File: config.mk
export PLATFORM = sky130hd
export DESIGN_NAME = ws2812b_bit_decoder
export DESIGN_NICKNAME = d
export VERILOG_FILES = /design/src/rtl/ws2812b_pkg.sv /design/src/rtl/ws2812b_bit_decoder.sv
export SDC_FILE = /design/constraint.sdc
export NUM_CORES = 1
export LEC_CHECK = 0
export ABC_AREA = 0
export BUFFER_PORTS_ARGS = -buffer_cell sky130_fd_sc_hd__buf_2
export CAP_MARGIN = 10
export CORE_ASPECT_RATIO = 0.9
export CORE_MARGIN = 10
export CORE_UTILIZATION = 30
export DETAILED_ROUTE_END_ITERATION = 8
export GPL_TIMING_DRIVEN = 0
export SLEW_MARGIN = 20
export SYNTH_ARGS = -nofsm -noshare
export SYNTH_HDL_FRONTEND = slang
export SYNTH_SLANG_ARGS = --single-unit
File: constraint.sdc
create_clock -name clk -period 9.4 [get_ports clk]
set_input_delay 2.82 -clock clk [delete_from_list [all_inputs] [get_ports clk]]
set_output_delay 2.82 -clock clk [all_outputs]
set_load 0.01 [all_outputs]
File: src/rtl/ws2812b_pkg.sv
// Shared definitions for the WS2812B bit decoder: state encoding and
// recommended pulse-width tick constants for a 64 MHz system clock.
package ws2812b_pkg;

    localparam int PIXEL_BITS_DEFAULT = 24;

    typedef logic [1:0] state_t;

    localparam state_t LOCKOUT = 2'd0;
    localparam state_t READY   = 2'd1;
    localparam state_t HIGH    = 2'd2;

    // Nominal WS2812B high times and decision points at 64 MHz.
    localparam int T0H_TICKS       = 26;
    localparam int T1H_TICKS       = 51;
    localparam int THRESHOLD_TICKS = 38;
    localparam int MAX_HIGH_TICKS  = 128;

endpackage

File: src/rtl/ws2812b_bit_decoder.sv
// WS2812B serial decoder: measures each high pulse against a threshold,
// assembles MSB-first pixel words and frames them using the idle flag.
module ws2812b_bit_decoder
    import ws2812b_pkg::*;
#(
    parameter int PIXEL_BITS = PIXEL_BITS_DEFAULT,
    parameter int IDX_W      = 8,
    parameter int CNT_W      = 16
) (
    input  logic                  clk,
    input  logic                  rst_n,
    input  logic                  din,
    input  logic                  idle,
    input  logic [CNT_W-1:0]      bit_threshold_ticks,
    input  logic [CNT_W-1:0]      max_high_ticks,
    output logic [PIXEL_BITS-1:0] pixel_data,
    output logic [IDX_W-1:0]      pixel_index,
    output logic                  pixel_valid,
    output logic                  frame_done,
    output logic                  bit_error
);

    localparam int BC_W = $clog2(PIXEL_BITS + 1);

    state_t                state;
    logic [CNT_W-1:0]      high_cnt;
    logic [BC_W-1:0]       bit_cnt;
    logic [PIXEL_BITS-1:0] shift_reg;
    logic [IDX_W-1:0]      frame_idx;

    logic [CNT_W-1:0]      high_inc;
    logic                  decoded_bit;
    logic [PIXEL_BITS-1:0] shift_next;
    logic                  last_bit;

    assign high_inc    = (&high_cnt) ? high_cnt : high_cnt + CNT_W'(1);
    assign decoded_bit = (high_cnt >= bit_threshold_ticks);
    assign shift_next  = {shift_reg[PIXEL_BITS-2:0], decoded_bit};
    assign last_bit    = (bit_cnt == BC_W'(PIXEL_BITS - 1));

    always_ff @(posedge clk or negedge rst_n) begin
        if (!rst_n) begin
            state       <= LOCKOUT;
            high_cnt    <= '0;
            bit_cnt     <= '0;
            shift_reg   <= '0;
            frame_idx   <= '0;
            pixel_data  <= '0;
            pixel_index <= '0;
            pixel_valid <= 1'b0;
            frame_done  <= 1'b0;
            bit_error   <= 1'b0;
        end else begin
            pixel_valid <= 1'b0;
            frame_done  <= 1'b0;
            bit_error   <= 1'b0;

            case (state)
                LOCKOUT: begin
                    if (idle) begin
                        state <= READY;
                    end
                end

                READY: begin
                    // Idle lags din by a cycle, so a new pulse may start in the same cycle.
                    if (idle) begin
                        if (bit_cnt != '0) begin
                            bit_error <= 1'b1;
                            bit_cnt   <= '0;
                        end
                        if (frame_idx != '0) begin
                            frame_done <= 1'b1;
                            frame_idx  <= '0;
                        end
                    end
                    if (din) begin
                        if (max_high_ticks <= CNT_W'(1)) begin
                            bit_error <= 1'b1;
                            bit_cnt   <= '0;
                            shift_reg <= '0;
                            state     <= LOCKOUT;
                        end else begin
                            high_cnt <= CNT_W'(1);
                            state    <= HIGH;
                        end
                    end
                end

                HIGH: begin
                    if (din) begin
                        if (high_inc >= max_high_ticks) begin
                            bit_error <= 1'b1;
                            bit_cnt   <= '0;
                            shift_reg <= '0;
                            high_cnt  <= '0;
                            state     <= LOCKOUT;
                        end else begin
                            high_cnt <= high_inc;
                        end
                    end else begin
                        shift_reg <= shift_next;
                        high_cnt  <= '0;
                        state     <= READY;
                        if (last_bit) begin
                            pixel_data  <= shift_next;
                            pixel_index <= frame_idx;
                            pixel_valid <= 1'b1;
                            bit_cnt     <= '0;
                            if (frame_idx != '1) begin
                                frame_idx <= frame_idx + IDX_W'(1);
                            end
                        end else begin
                            bit_cnt <= bit_cnt + BC_W'(1);
                        end
                    end
                end

                default: begin
                    state <= LOCKOUT;
                end
            endcase
        end
    end

endmodule

==> results of run 1 <==
[power by group through the flow]
stage	clock, W	sequential, W	combinational [W]
4_1_cts	0.000403	0.000443	0.000361
3_5_place_dp	0	0.000449	0.000360
5_1_grt	0.000413	0.000449	0.000406
2_1_floorplan	0	0.000441	0.000263
6_report	0.000390	0.000443	0.000357
3_3_place_gp	0	0.000449	0.000358
[worst register-to-register path, cell delays in order (launching register included)]
cell	delay, ns
dfrtp_1	0.50
nand3_1	0.32
nor4_2	0.50
and3_1	0.26
nand3_1	0.11
o21a_1	0.13
ha_1	0.31
nand4_1	0.21
nor4_1	0.48
a31o_4	0.30
nor2_8	0.08
a221oi_4	0.23
mux2_1	0.34
[layer usage]
metal | up-vias | wire [µm] | part of all wire, %
met5 | - | 0 | 0
met4 | 0 | 184 | 1.5
met3 | 9 | 639 | 5.2
met2 | 69 | 5670 | 46
met1 | 1964 | 5750 | 47
li1 | 2076 | - | -
[through the flow]
stage	utilization [%]	instance area (µm²)	power, W
5_1_grt	36.4	6140	0.00127
4_1_cts	36.4	6140	0.00121
6_report	36.4	6140	0.00119
3_3_place_gp	34.3	5790	0.000807
3_5_place_dp	34.5	5830	0.000809
2_1_floorplan	-	5180	0.000704
[layout make-up]
cell class                 count  area share [%]
tap                          211            4.30
clock buffer                   9            3.67
timing repair buffer          71            6.25
antenna                        1          0.0407
sequential                    89            36.2
buffer                        17            1.73
clock inverter                 6            1.47
inverter                      50            3.05
multi-input combinational    384            43.2
[worst min-delay path by stage]
stage / startpoint / end / slack [ns] / cells past startpoint
floorplan: shift_reg[22]$_DFFE_PN0P_ / shift_reg[22]$_DFFE_PN0P_ / 0.45 / 2
global placement: shift_reg[22]$_DFFE_PN0P_ / shift_reg[22]$_DFFE_PN0P_ / 0.47 / 2
detailed placement: shift_reg[22]$_DFFE_PN0P_ / shift_reg[22]$_DFFE_PN0P_ / 0.48 / 2
CTS: shift_reg[22]$_DFFE_PN0P_ / shift_reg[22]$_DFFE_PN0P_ / 0.49 / 2
global route: pixel_data[9]$_DFFE_PN0P_ / pixel_data[9]$_DFFE_PN0P_ / 0.52 / 1
finish: shift_reg[22]$_DFFE_PN0P_ / shift_reg[22]$_DFFE_PN0P_ / 0.49 / 2
[logic make-up after synthesis]
group	after synthesis	share of synthesized area [%]
buffers and inverters	67	5.68
muxes	37	7.97
and+or+nand+nor	179	17.1
DFF	89	43.0
adders and majority gates	41	9.91
AOI/OAI and AO/OA	115	14.3
xor gates and xnor gates	12	2.03
[layout by cell type, fill, tap and decap left out, types with 4 or more instances in the layout]
cell type  count
nand4_1       10
or3_1          6
nor3_1         6
o21a_1         4
xnor2_1       10
ha_1          41
nor2_1        22
nand2b_1       6
mux2_2        33
buf_2         76
dfrtp_1       89
clkbuf_16      9
nand2_1       81
o21ai_0       23
nor4_1         8
inv_1         50
buf_6          4
nand3_1       22
a21oi_1       30
o21ai_1       20
clkbuf_1       4
a211oi_1       4
==> qor.csv, run 1 <==
metric,value,unit
status,completed,
final std cells w/o fill,838,
Worst Setup End Kind,flip-flop,
met3 usage,2.61,%
Clk pwr share,32.8,%
Final TNS setup,0,ns
Buf/Inv on CP,2,
vias post-DR,4118,
Fillers,1698,
global-route wire length before repair,20700,µm
top post-synthesis cells by count,"dfrtp_1, nand2_1, inv_1",
main flop type after synthesis,dfrtp_1,
Leak,3.02,nW
Worst Setup SP,max_high_ticks[15],
Post-layout nets,699,
vias in the first global route,4154,
worst setup path category,in -> reg,
fin crit share,50.0,%
Crit-path slowest cell,nor4_1,
synth warn,0,
Iter 0 DRT Violations,232,
Max Cap Viol,0,
DRT Pass-1 Iters,4,
Sink Count,89,
Die H,145,µm
Critical Path End,state[1]$_DFFE_PN0P_,
final setup fails,0,
RePlAce Congestion,0.868,
Synth Cell Area,5180,µm²
Root Driver,clkbuf_16,
P_sw,0.000412,W
Final min period,4.70,ns
Comb power frac,30.0,%
grt total ovfl,0,
CTS tree,yes,
Max stage delay on crit path,0.48,ns
ys async rst share,100,%
internal power,0.000779,W
CTS hold repair buffers,0,
initial antenna violation count,1,
Worst-path clk slew,0.06,ns
hold slack,0.492,ns
# Post-CTS Setup Buffers,0,
routed len/inst,14.6,µm
worst skew pair latency,0.34,ns
setup slack after layout,4.70,ns
Post-Synthesis Cells,540,
Switching Share,34.6,%
critical path depth in cells,9,
Critical Path Start Type,primary input,
synthesis-to-finish area growth,18.7,%
RSZ-0062 raised after global routing,no,
pre-CTS setup slack,4.33,ns
register-to-register setup slack,5.51,ns
via density per instance,4.91,
Residual DRC,0,
Reg area,2230,µm²
most numerous cell in the Yosys netlist,dfrtp_1,
DP Cell Count,822,
DIE AREA,22900,µm²
Slew Limit Fails,0,
Cell Rows,45,
CP required,9.63,ns
pwr dens,194,nW/µm²
CP top delay family,simple AND/OR/NAND/NOR gates,
area share of the largest cell type after synthesis,43.0,%
r2r worst-path depth,12,
number of synthesized flops with an enable pin,0,
Peak VDD IR,0.000107,V
Clock Skew,0.00541,ns
Synth Net Count,617,
Die W,158,µm
share of cells above drive strength 1,23.3,%
Flop pwr share,37.2,%
DRT antenna net count,0,
H-tree levels,3,
post-synth top area cell,dfrtp_1,
Core Box Area,16900,µm²
Yosys reg bits,89,
Slew headroom,55.3,%
GR Util All Layers,11.3,%
synth top area cells,"dfrtp_1, ha_1, mux2_2",
number of flip-flops in the largest register,24,
Yosys cell types,59,
Port Buffers,70,
global routing's busiest layer,met2,
reg2reg end,state[1]$_DFFE_PN0P_,
"Arr. time, crit path",4.92,ns
pin count of the biggest net entering global routing,59,
fmax,213,MHz
Reg2Reg Launch Point,high_cnt[8]$_DFFE_PN0P_,
Hold WC Path Type,reg -> reg,
post-CTS sizing,0,
"Seq/Total Area, Yosys",43.0,%
CTS Buffer Depth,2,
CP cell instances,"buf_2, inv_1, ha_1, nand4_1, nor4_1, a31o_4, nor2_8, a221oi_4, mux2_1",
dpl hpwl,9350,µm
Ports,71,
CTS Buf Count,9,
CP max FO,10,
mean post-synth cell area,9.59,µm²
met1 GRT Util,14.1,%
Fin. Hold Viols,0,
met2 Track Usage GR,18.6,%
Slew @ Worst Pin,0.669,ns
area of the multi-input gates,2660,µm²
Initial Util,30.7,%
WL final,12200,µm
No activity file was read; power rests on OpenSTA's default activity.
==> run 2: changes to the inputs <==
ABC_AREA = 1   (was 0)
clock period = 3.8 ns   (was 9.4 ns; I/O delays follow)
==> qor.csv, run 2 <==
metric,value,unit,change
global-route wire length before repair,22600,µm,was 20700 µm
main flop type after synthesis,dfrtp_1,,unchanged
mux cell area share after synthesis,0,%,was 7.97%
Ports,71,,unchanged
Worst Setup SP,high_cnt[1]$_DFFE_PN0P_,,was max_high_ticks[15]
status,completed,,unchanged
Die W,161,µm,was 158 µm
CP top delay family,simple AND/OR/NAND/NOR gates,,unchanged
"Seq/Total Area, Yosys",41.3,%,was 43.0%
synth warn,0,,unchanged
highest-count cells in the layout ignoring fill and taps,"nand2_1, dfrtp_1, buf_2, inv_1, nor2_1",,"was dfrtp_1, nand2_1, buf_2, inv_1, ha_1"
Fin. Hold Viols,0,,unchanged
Cell Rows,46,,was 45
CTS Buffer Depth,2,,unchanged
post-CTS sizing,0,,unchanged
DP Cell Count,1011,,was 822
share of cells above drive strength 1,20.5,%,was 23.3%
Final TNS setup,0,ns,unchanged
DRT Pass-1 Iters,4,,unchanged
Iter 0 DRT Violations,295,,was 232
H-tree levels,3,,unchanged
Fillers,1873,,was 1698
grt total ovfl,0,,unchanged
reg2reg end,high_cnt[10]$_DFFE_PN0P_,,was state[1]$_DFFE_PN0P_
final std cells w/o fill,1027,,was 838
DIE AREA,23800,µm²,was 22900 µm²
Die H,147,µm,was 145 µm
Initial Util,30.5,%,was 30.7%
initial antenna violation count,0,,was 1
Yosys reg bits,89,,unchanged
Ant. Diodes,0,,was 1
Synth Net Count,777,,was 617
register-to-register setup slack,0.57,ns,was 5.51 ns
worst hold endpoint,pixel_data[10]$_DFFE_PN0P_,,was shift_reg[22]$_DFFE_PN0P_
Clock Skew,0.0125,ns,was 0.00541 ns
mean post-synth cell area,7.71,µm²,was 9.59 µm²
via density per instance,4.39,,was 4.91
area share of the largest cell type after synthesis,41.3,%,was 43.0%
Crit-path slowest cell,dfrtp_1,,was nor4_1
fin crit share,85.0,%,
Critical Path Start Type,flip-flop,,was primary input
Post-layout nets,859,,was 699
pin count of the biggest net entering global routing,58,,was 59
vias in the first global route,4487,,was 4154
DRT antenna net count,0,,unchanged
routed len/inst,13.0,µm,was 14.6 µm
Slew headroom,60.0,%,was 55.3%
"Top cell by count, worst path",nand2_1,,
Simple-Gate Fraction of Synth Area,30.0,%,was 17.1%
Max stage delay on crit path,0.48,ns,about the same
CP required,4.08,ns,was 9.63 ns
most numerous cell in the Yosys netlist,nand2_1,,was dfrtp_1
Synth Cell Area,5400,µm²,was 5180 µm²
synth top area cells,"dfrtp_1, nand2_1, ha_1",,"was dfrtp_1, ha_1, mux2_2"
Max Cap Viol,0,,unchanged
number of synthesized flops with an enable pin,0,,unchanged
Slew @ Worst Pin,0.600,ns,was 0.669 ns
WL final,13400,µm,was 12200 µm
Synth Area in XOR/XNOR,2.60,%,was 2.03%
GR Util All Layers,11.4,%,was 11.3%
worst setup path category,reg -> reg,,was in -> reg
fmax,309,MHz,
Hold WC Path Type,reg -> reg,,unchanged
largest family of logic cells by synthesized area,simple AND/OR/NAND/NOR gates,,unchanged
Synth Area in Compound Gates,8.70,%,was 14.3%
post-synth top area cell,dfrtp_1,,unchanged
Leak,3.49,nW,was 3.02 nW
synthesis-to-finish area growth,18.7,%,about the same
CP cell instances,"ha_1, nand3_1, inv_2, nand2_2, nor2_4, inv_2, buf_6, nand2_1, ha_1, a21oi_1, nand2_1, nor2_1, nand2_1, nand2_1, nand2_1, nor2_2, buf_4, nand4_1, nand2_1",,"was buf_2, inv_1, ha_1, nand4_1, nor4_1, a31o_4, nor2_8, a221oi_4, mux2_1"
CTS hold repair buffers,0,,unchanged
Synth Area in Adders,9.51,%,was 9.91%
"Arr. time, crit path",3.51,ns,was 4.92 ns
final setup fails,0,,unchanged
CTS Buf Count,9,,unchanged
Post-Synthesis Cells,700,,was 540
Buf/Inv on CP,4,,was 2
Worst Setup End Kind,flip-flop,,unchanged
Residual DRC,0,,unchanged
dpl hpwl,10200,µm,was 9350 µm
vias post-DR,4510,,was 4118
ys async rst share,100,%,unchanged
CTS tree,yes,,unchanged
RSZ-0062 raised after global routing,no,,unchanged
Core Box Area,17700,µm²,was 16900 µm²
Root Driver,clkbuf_16,,unchanged
RePlAce Congestion,0.823,,was 0.868
Reg2Reg Launch Point,high_cnt[1]$_DFFE_PN0P_,,was high_cnt[8]$_DFFE_PN0P_
worst skew pair latency,0.35,ns,was 0.34 ns
CP max FO,10,,unchanged
r2r worst-path depth,19,,was 12
Peak VDD IR,0.000198,V,was 0.000107 V
Slew Limit Fails,0,,unchanged
# Post-CTS Setup Buffers,0,,unchanged
Hold Crit Start,pixel_data[10]$_DFFE_PN0P_,,was shift_reg[22]$_DFFE_PN0P_
hold depth,2,,unchanged
Final min period,3.23,ns,
Worst-path clk slew,0.08,ns,was 0.06 ns
Sink Count,89,,unchanged
number of flip-flops in the largest register,24,,unchanged
top post-synthesis cells by count,"nand2_1, dfrtp_1, inv_1",,"was dfrtp_1, nand2_1, inv_1"
Port Buffers,70,,unchanged
pwr dens,469,nW/µm²,was 194 nW/µm²
"commonest non-fill, non-tap cell in the layout",nand2_1,,was dfrtp_1
Yosys cell types,33,,was 59
-- run 2: worst reg2reg max path: stages, from the launching register on --
cell	delay, ns
dfrtp_1	0.48
ha_1	0.29
nand3_1	0.15
inv_2	0.10
nand2_2	0.08
nor2_4	0.15
inv_2	0.10
buf_6	0.15
nand2_1	0.10
ha_1	0.25
a21oi_1	0.19
nand2_1	0.10
nor2_1	0.10
nand2_1	0.08
nand2_1	0.09
nand2_1	0.10
nor2_2	0.24
buf_4	0.23
nand4_1	0.10
nand2_1	0.09
-- run 2: per-stage QoR --
stage / total power, W / area (µm²) / worst slack, ns / hold WS [ns] / util, %
floorplan: 0.00177 / 5400 / 1.25 / 0.442 / -
global placement: 0.00203 / 6050 / 0.604 / 0.461 / 34.2
detailed placement: 0.00203 / 6080 / 0.605 / 0.460 / 34.4
CTS: 0.00303 / 6410 / 0.575 / 0.478 / 36.3
global route: 0.00318 / 6410 / 0.275 / 0.500 / 36.3
finish: 0.00300 / 6410 / 0.569 / 0.474 / 36.3
-- run 2: power by group --
part	switching (W)	total [W]	internal [W]
Combinational	0.000630	0.000944	0.000314
Sequential	0.0000700	0.00107	0.00100
Clock	0.000407	0.000990	0.000584
Total	0.00111	0.00300	0.00190
-- run 2: metal layers --
| metal | track usage [%] | routed length [µm] | vias to the layer above |
|---|---|---|---|
| li1 | - | - | 2390 |
| met1 | 14.6 | 6460 | 2060 |
| met2 | 18.9 | 6280 | 48 |
| met3 | 2.01 | 469 | 12 |
| met4 | 3.91 | 155 | 0 |
| met5 | 0 | 0 | - |
-- run 2: layout make-up --
type / instances / area [µm²] / share of cell area, %
tap: 240 / 300 / 4.69
timing repair buffer: 71 / 384 / 6.00
inverter: 74 / 278 / 4.34
clock inverter: 7 / 101 / 1.58
buffer: 21 / 151 / 2.36
multi-input combinational: 516 / 2740 / 42.8
clock buffer: 9 / 225 / 3.52
sequential: 89 / 2230 / 34.8
-- run 2: worst max-delay path by stage --
stage / to / cells past startpoint
global route: high_cnt[9]$_DFFE_PN0P_ / 19
CTS: high_cnt[10]$_DFFE_PN0P_ / 19
detailed placement: high_cnt[10]$_DFFE_PN0P_ / 19
global placement: high_cnt[13]$_DFFE_PN0P_ / 19
floorplan: high_cnt[10]$_DFFE_PN0P_ / 21
finish: high_cnt[10]$_DFFE_PN0P_ / 19
-- run 2: cells by family (layout without fill, tap and decap cells) --
| group | count (synthesis) | count (layout) |
|---|---|---|
| adder cells (fa/ha/maj) | 41 | 41 |
| AO/OA/AOI/OAI | 71 | 71 |
| buffers and inverters | 95 | 182 |
| flip-flops | 89 | 89 |
| AND/OR/NAND/NOR | 388 | 388 |
| XOR/XNOR | 16 | 16 |
